===== src/rtl/regfile_pkg.sv =====
// regfile_pkg: shared constants and helpers for the multi-port register file.
//   XLEN_DEF / NREGS_DEF / NRD_DEF / NWR_DEF : default parameter values
//   aw_of()                                  : address width for a register count
//   *_W_DEF                                  : flattened port-vector widths at defaults
package regfile_pkg;

    localparam int unsigned XLEN_DEF  = 32;
    localparam int unsigned NREGS_DEF = 32;
    localparam int unsigned NRD_DEF   = 2;
    localparam int unsigned NWR_DEF   = 2;

    // Register count is a power of two >= 2, so this is exact.
    function automatic int unsigned aw_of(input int unsigned nregs);
        return $clog2(nregs);
    endfunction

    localparam int unsigned AW_DEF      = aw_of(NREGS_DEF);
    localparam int unsigned WADDR_W_DEF = NWR_DEF * AW_DEF;
    localparam int unsigned WDATA_W_DEF = NWR_DEF * XLEN_DEF;
    localparam int unsigned RADDR_W_DEF = NRD_DEF * AW_DEF;
    localparam int unsigned RDATA_W_DEF = NRD_DEF * XLEN_DEF;

endpackage


===== src/rtl/regfile_scoreboard.sv =====
// regfile_scoreboard: per-register pending bits for the register file.
//   CLK, RST_N          : clock (rising edge), async active-low reset
//   WE, WADDR           : write ports; a write clears the target's pending bit
//   RADDR -> RVALID     : per read port, 1 when the addressed register is not pending
//   RSV_EN, RSV_ADDR    : reserve a destination register at issue
//   RSV_STALL           : reservation refused because the target is already pending
//   FLUSH               : clear every pending bit, beating same-cycle reservations
//   PEND_CNT            : registered popcount of the pending bits
// Register 0 is never pending.
module regfile_scoreboard
    import regfile_pkg::*;
#(
    parameter int unsigned NREGS = NREGS_DEF,
    parameter int unsigned NRD   = NRD_DEF,
    parameter int unsigned NWR   = NWR_DEF
) (
    input  logic                           CLK,
    input  logic                           RST_N,
    input  logic [NWR-1:0]                 WE,
    input  logic [NWR*aw_of(NREGS)-1:0]    WADDR,
    input  logic [NRD*aw_of(NREGS)-1:0]    RADDR,
    output logic [NRD-1:0]                 RVALID,
    input  logic                           RSV_EN,
    input  logic [aw_of(NREGS)-1:0]        RSV_ADDR,
    output logic                           RSV_STALL,
    input  logic                           FLUSH,
    output logic [aw_of(NREGS):0]          PEND_CNT
);

    localparam int unsigned AW = aw_of(NREGS);

    logic [NREGS-1:0] pend_q;
    logic [NREGS-1:0] pend_nxt;
    logic [AW:0]      cnt_nxt;

    assign RSV_STALL = RSV_EN && (RSV_ADDR != '0) && pend_q[RSV_ADDR];

    always_comb begin
        for (int unsigned j = 0; j < NRD; j++) begin
            RVALID[j] = !pend_q[RADDR[j*AW +: AW]];
        end
    end

    // Priority, lowest to highest: write clears, reservation sets, flush clears all.
    // Ordering the set after the clears makes a same-cycle reserve+write end pending.
    always_comb begin
        pend_nxt = pend_q;
        for (int unsigned k = 0; k < NWR; k++) begin
            if (WE[k] && (WADDR[k*AW +: AW] != '0)) begin
                pend_nxt[WADDR[k*AW +: AW]] = 1'b0;
            end
        end
        if (RSV_EN && !RSV_STALL && (RSV_ADDR != '0)) begin
            pend_nxt[RSV_ADDR] = 1'b1;
        end
        if (FLUSH) begin
            pend_nxt = '0;
        end
        pend_nxt[0] = 1'b0;
    end

    // Count recomputed from the next-state vector so simultaneous sets and
    // clears can never drift the counter away from the real popcount.
    always_comb begin
        cnt_nxt = '0;
        for (int unsigned i = 0; i < NREGS; i++) begin
            cnt_nxt = cnt_nxt + {{AW{1'b0}}, pend_nxt[i]};
        end
    end

    always_ff @(posedge CLK or negedge RST_N) begin
        if (!RST_N) begin
            pend_q   <= '0;
            PEND_CNT <= '0;
        end else begin
            pend_q   <= pend_nxt;
            PEND_CNT <= cnt_nxt;
        end
    end

endmodule


===== src/rtl/regfile_mp.sv =====
// regfile_mp: multi-port register file with a pending-bit scoreboard.
//   CLK, RST_N          : clock (rising edge), async active-low reset
//   WE/WADDR/WDATA      : NWR write ports, port k at slice k; highest port wins a collision
//   RADDR/RDATA         : NRD combinational read ports; register 0 reads as zero
//   RVALID              : per read port, addressed register not pending
//   RSV_EN/RSV_ADDR     : reserve a destination; RSV_STALL reports a refusal
//   FLUSH               : clear all pending bits (data untouched)
//   PEND_CNT            : registered number of pending registers
// Build option: define REGFILE_BYPASS_EN to forward same-cycle write data to reads.
module regfile_mp
    import regfile_pkg::*;
#(
    parameter int unsigned XLEN  = XLEN_DEF,
    parameter int unsigned NREGS = NREGS_DEF,
    parameter int unsigned NRD   = NRD_DEF,
    parameter int unsigned NWR   = NWR_DEF
) (
    input  logic                           CLK,
    input  logic                           RST_N,
    input  logic [NWR-1:0]                 WE,
    input  logic [NWR*aw_of(NREGS)-1:0]    WADDR,
    input  logic [NWR*XLEN-1:0]            WDATA,
    input  logic [NRD*aw_of(NREGS)-1:0]    RADDR,
    output logic [NRD*XLEN-1:0]            RDATA,
    output logic [NRD-1:0]                 RVALID,
    input  logic                           RSV_EN,
    input  logic [aw_of(NREGS)-1:0]        RSV_ADDR,
    output logic                           RSV_STALL,
    input  logic                           FLUSH,
    output logic [aw_of(NREGS):0]          PEND_CNT
);

    localparam int unsigned AW = aw_of(NREGS);

    logic [XLEN-1:0] regs [NREGS];
    logic [NRD-1:0]  sb_rvalid;

    regfile_scoreboard #(
        .NREGS (NREGS),
        .NRD   (NRD),
        .NWR   (NWR)
    ) u_scoreboard (
        .CLK       (CLK),
        .RST_N     (RST_N),
        .WE        (WE),
        .WADDR     (WADDR),
        .RADDR     (RADDR),
        .RVALID    (sb_rvalid),
        .RSV_EN    (RSV_EN),
        .RSV_ADDR  (RSV_ADDR),
        .RSV_STALL (RSV_STALL),
        .FLUSH     (FLUSH),
        .PEND_CNT  (PEND_CNT)
    );

    // Later ports overwrite earlier ones in the loop, so the highest index wins.
    // Register 0 is never written and therefore stays zero.
    always_ff @(posedge CLK or negedge RST_N) begin
        if (!RST_N) begin
            for (int unsigned i = 0; i < NREGS; i++) begin
                regs[i] <= '0;
            end
        end else begin
            for (int unsigned k = 0; k < NWR; k++) begin
                if (WE[k] && (WADDR[k*AW +: AW] != '0)) begin
                    regs[WADDR[k*AW +: AW]] <= WDATA[k*XLEN +: XLEN];
                end
            end
        end
    end

`ifdef REGFILE_BYPASS_EN
    logic [NRD-1:0] byp_hit;

    // Forwarding is gated by RST_N so reads stay zero while reset is held.
    always_comb begin
        for (int unsigned j = 0; j < NRD; j++) begin
            byp_hit[j]             = 1'b0;
            RDATA[j*XLEN +: XLEN]  = regs[RADDR[j*AW +: AW]];
            for (int unsigned k = 0; k < NWR; k++) begin
                if (RST_N && WE[k] && (WADDR[k*AW +: AW] != '0) &&
                    (WADDR[k*AW +: AW] == RADDR[j*AW +: AW])) begin
                    byp_hit[j]            = 1'b1;
                    RDATA[j*XLEN +: XLEN] = WDATA[k*XLEN +: XLEN];
                end
            end
        end
    end

    assign RVALID = sb_rvalid | byp_hit;
`else
    always_comb begin
        for (int unsigned j = 0; j < NRD; j++) begin
            RDATA[j*XLEN +: XLEN] = regs[RADDR[j*AW +: AW]];
        end
    end

    assign RVALID = sb_rvalid;
`endif

endmodule


===== config.mk =====
export PLATFORM = sky130hd
export DESIGN_NAME = regfile_mp
export DESIGN_NICKNAME = d
export VERILOG_FILES = /design/src/rtl/regfile_pkg.sv /design/src/rtl/regfile_scoreboard.sv /design/src/rtl/regfile_mp.sv
export SDC_FILE = /design/constraint.sdc
export NUM_CORES = 2
export LEC_CHECK = 0
export CORE_UTILIZATION = 28
export DETAILED_ROUTE_END_ITERATION = 10
export REMOVE_ABC_BUFFERS = 1
export SYNTH_ARGS = -nofsm -noshare
export SYNTH_HDL_FRONTEND = slang
export SYNTH_HIERARCHICAL = 1
export SYNTH_SLANG_ARGS = --single-unit

===== constraint.sdc =====
create_clock -name CLK -period 5.6 [get_ports CLK]
set_input_delay 0.84 -clock CLK [delete_from_list [all_inputs] [get_ports CLK]]
set_output_delay 0.84 -clock CLK [all_outputs]
set_load 0.1 [all_outputs]

==> impl_summary.log <==
[metrics] Synth Area in Adders: 0.8016%
[metrics] r2r startpoint: u_scoreboard/pend_q[23]
[metrics] Cell Int Power: about 18 mW
[metrics] cts-stage hold buffer count: 0
[metrics] non-filler instance count after layout: 10530
[metrics] initial core utilization: 28.14%
[metrics] area fraction in and, or, nand and nor cells after synthesis: a little over a tenth
[metrics] total detailed-routing wirelength: around 280000 um
[metrics] Max VDD drop: between 0.3 and 0.4 mV
[metrics] power per standard cell area: 340.0 mW/mm^2
[metrics] crit path cell chain: clkdlybuf4s50_1, buf_4, nand3b_1, o221ai_2, a2111o_1, buf_6, o31a_1, fa_1, fa_1, fa_1, fa_1, fa_1, fa_1, fa_2, fa_2, o21ai_2, a21oi_2, xnor2_1
[metrics] post-layout worst setup margin: -495.7 ps
[metrics] worst endpoint data arrival time: 6780 ps
[metrics] clock latency reported for the late side of the worst-skew pair: 800 ps
[metrics] vias in the first global route: 58210
[metrics] power consumption: 27.00 mW
[metrics] Min Hold Slack: 90.53 ps
[metrics] status: finished, violations left
[metrics] final standard cell utilization of the core: between 30 and 40%
[metrics] register-to-register setup slack: -480 ps
[metrics] Worst Skew: 18.90 ps
[metrics] antenna violations before repair: 18
[metrics] total global routing track utilization: ~22%
[metrics] period utilization: 108.9%
[metrics] fraction of power consumed by sequential logic: 41.3%
[metrics] share of power burned in combinational logic: 26.0%
[metrics] number of buffers on the longest clock path: 3
[metrics] buffer type at the clock tree root: sky130_fd_sc_hd__clkbuf_16
[metrics] first-pass iteration count of the detailed router: 6
[metrics] largest fanout of any net on the critical path: 11
[metrics] most frequent standard cell in the layout excluding fill and tap cells: sky130_fd_sc_hd__mux2i_1
[metrics] placed insts: 10280
[metrics] violations in the final reports: negative setup slack
[metrics] number of unique standard cell types used by synthesis: 70
[metrics] final-report hold violation count: 0
[metrics] proportion of layout cells with a drive suffix above 1: a little over a tenth
[metrics] number of pins exceeding their max-slew limit in the final report: 0
[metrics] clock period minus worst slack: 6096 ps
[metrics] Placeable Area: 0.2430 mm^2
[metrics] clock buffer count from CTS: 130
[metrics] sort of element at the start of the critical path: input port
[metrics] proportion of synthesized chip area in sequential cells: 38.83%
[metrics] type of the most critical hold path: input port to async pin
[metrics] Worst Path Buf+Inv: 3
[metrics] power dissipated by switching net loads: 9.181 mW
[metrics] cell repeated most along the worst path: sky130_fd_sc_hd__fa_1
[metrics] CTS tree: yes
[metrics] FFs w/ async S/R, synth: 100.0%
[metrics] filler cell count in the final layout: ~25000
[metrics] largest net degree at the start of global routing: 129
[metrics] pre-CTS WS: -1880 ps
[metrics] full die area: approximately 0.25 mm^2
[metrics] TNS Setup: -2243 ps
[metrics] R2R depth: 16
[metrics] Yosys warning count: 6
[metrics] setup repair after global routing missed its margin: yes
[metrics] post-DP HPWL: 165600 um
[metrics] max-capacitance violation count: 0
[metrics] maximum clock frequency: about 0.16 GHz
[metrics] capture point of the worst reg-to-reg path: u_scoreboard/PEND_CNT[4]
[metrics] via/cell ratio: about 5.6
[metrics] area share of xor/xnor cells in the synthesized design: 0.02562%
[metrics] Layout Area Growth over Synthesis: 16.17%
[metrics] CTS H-tree lvls: 4
[metrics] worst stage delay on the critical path: 570 ps
[metrics] post-synthesis instance area: 0.06837 mm^2
[metrics] Critical-path top delay cell: sky130_fd_sc_hd__fa_1
[metrics] Final #Nets: 7338
[metrics] prevailing post-synth register cell: sky130_fd_sc_hd__dfrtp_1
[metrics] first-pass GRT wire length: 400700 um
[metrics] Setup CP Type: input port to flop
[metrics] DR DRC count: 0
[metrics] tightest slew margin relative to the limit: a little under an eighth
[metrics] chip height: 496.1 um
[metrics] total clock sinks: 1061
[metrics] setup-violating endpoint count in the final report: 6
[metrics] Boundary Pins: 168
[metrics] fraction of the mapped netlist area in compound gates: 13.97%
[metrics] remaining global-route overflow: 0
[metrics] Clock power frac: 32.7%
[metrics] largest family of logic cells by synthesized area: multiplexers
[metrics] count of mapped cells out of synthesis: 7315
[metrics] via count of the routed design: ~59000
[metrics] Worst Setup End Kind: flop
[metrics] Critical Path Source: RSV_ADDR[2]
[metrics] mux cell area share after synthesis: 30.46%
[metrics] number of nets with antenna violations after routing: 0
[metrics] count of routing violations after the opening detailed-route iteration: 6594
[metrics] global placer's final weighted congestion: 0.9010
[metrics] WL/cell: 26.20 um
[metrics] Worst-Margin Slew: 1325 ps
[metrics] required time of the worst setup path: 6280 ps
[metrics] most used cells in the layout excluding fill and tap cells: sky130_fd_sc_hd__mux2i_1, sky130_fd_sc_hd__dfrtp_1, sky130_fd_sc_hd__a21oi_1, sky130_fd_sc_hd__nand2_1, sky130_fd_sc_hd__nor2_1
[metrics] Post-Layout Inst Area: 0.07942 mm^2
[metrics] clock transition at the registers of the reported paths: 60 ps
[metrics] Post-synth EDFFs: 0
[metrics] static leakage: about 36 nW
[metrics] Synth Area per Inst: 9.347 um^2
[metrics] Die W: 496.1 um
[metrics] Port-buffer cells: 167
[metrics] flip-flop and latch count after synthesis: 1061
[metrics] crit-path leading delay family: adder cells
[metrics] # rows: approximately 180
[metrics] cell area after placement: 0.07489 mm^2
[metrics] Sw Share: 34.00%
[what timing repair did]
action	4_1_cts	5_1_grt
pin swaps	22	15
cloned	1	0
setup buffers	4	2
resized for setup	15	11
endpoints found under the hold margin	0	0
endpoints found under the setup margin	6	6
[metal layers]
metal  vias up  track usage (%)  wire length [um]
li1      25910                -                 -
met1     29450            29.56            117400
met2      3010            32.91            119800
met3       719            4.898             25040
met4        20            10.33             13380
met5         -                0               119
[registers in the layout, summed over array words and instances, names as in the netlist]
signal / count
u_scoreboard/PEND_CNT: 6
regs: 1024
u_scoreboard/pend_q: 31
[worst register-to-register path, delay by kind of cell (launching register included)]
family / cells / cell delay [ps]
and+or+nand+nor: 1 / 200
buffers and inverters: 1 / 160
DFF: 1 / 370
adders and majority gates: 8 / 3720
AOI/OAI and AO/OA: 4 / 910
xor gates and xnor gates: 1 / 120
muxes: 1 / 480
[worst max path at each step]
stage	to	cells past startpoint	slack [ps]
final	u_scoreboard/PEND_CNT[4]	18	-500
after global routing	u_scoreboard/PEND_CNT[4]	16	-660
after CTS	u_scoreboard/PEND_CNT[4]	16	-660
after detailed placement	u_scoreboard/PEND_CNT[4]	17	-1880
after global placement	u_scoreboard/PEND_CNT[4]	18	-1960
after floorplan	RDATA[0]	5	-1720
[cell families (layout without fill, tap and decap cells)]
kind of cell	Yosys count	in the layout
multiplexers	2054	2054
AND/OR/NAND/NOR	1675	1675
AO/OA/AOI/OAI	1653	1654
flip-flops	1061	1061
buffers and inverters	840	835
adder cells (fa/ha/maj)	30	30
XOR/XNOR	2	2
other	0	13
[Yosys cell counts, drive strengths merged, types with 34 or more instances]
library cell / n / share of area, %
o21ai: 481 / 3.5
nor3: 77 / 0.62
a31oi: 64 / 0.59
mux2i: 2029 / 30
buf: 279 / 2.4
nand2: 721 / 4.0
a21oi: 712 / 5.2
a22oi: 208 / 2.3
clkbuf: 527 / 2.9
a22o: 128 / 1.6
nor2: 558 / 3.2
inv: 34 / 0.19
dfrtp: 1061 / 39
nand3: 223 / 1.7
[final cells by class]
type | instances | area [um^2] | share of cell area [%]
multi-input cells | 5415 | 38510 | 48.49
flip-flops and latches | 1061 | 26550 | 33.43
repair buffers | 571 | 5816 | 7.322
well taps | 3202 | 4006 | 5.044
clock buffers | 179 | 3752 | 4.724
clock inverters | 51 | 624.3 | 0.7861
inverters | 34 | 127.6 | 0.1607
diodes | 13 | 32.53 | 0.04096
[power by group through the flow]
stage | clock (mW) | combinational [mW] | sequential (mW)
after floorplan | 0 | 4.65 | 10.8
after global placement | 0 | 6.78 | 11.1
after detailed placement | 0 | 6.97 | 11.2
after CTS | 8.94 | 6.99 | 11.1
after global routing | 9.25 | 7.64 | 11.4
final | 8.84 | 7.01 | 11.2
(Power assumes the default switching activity.)
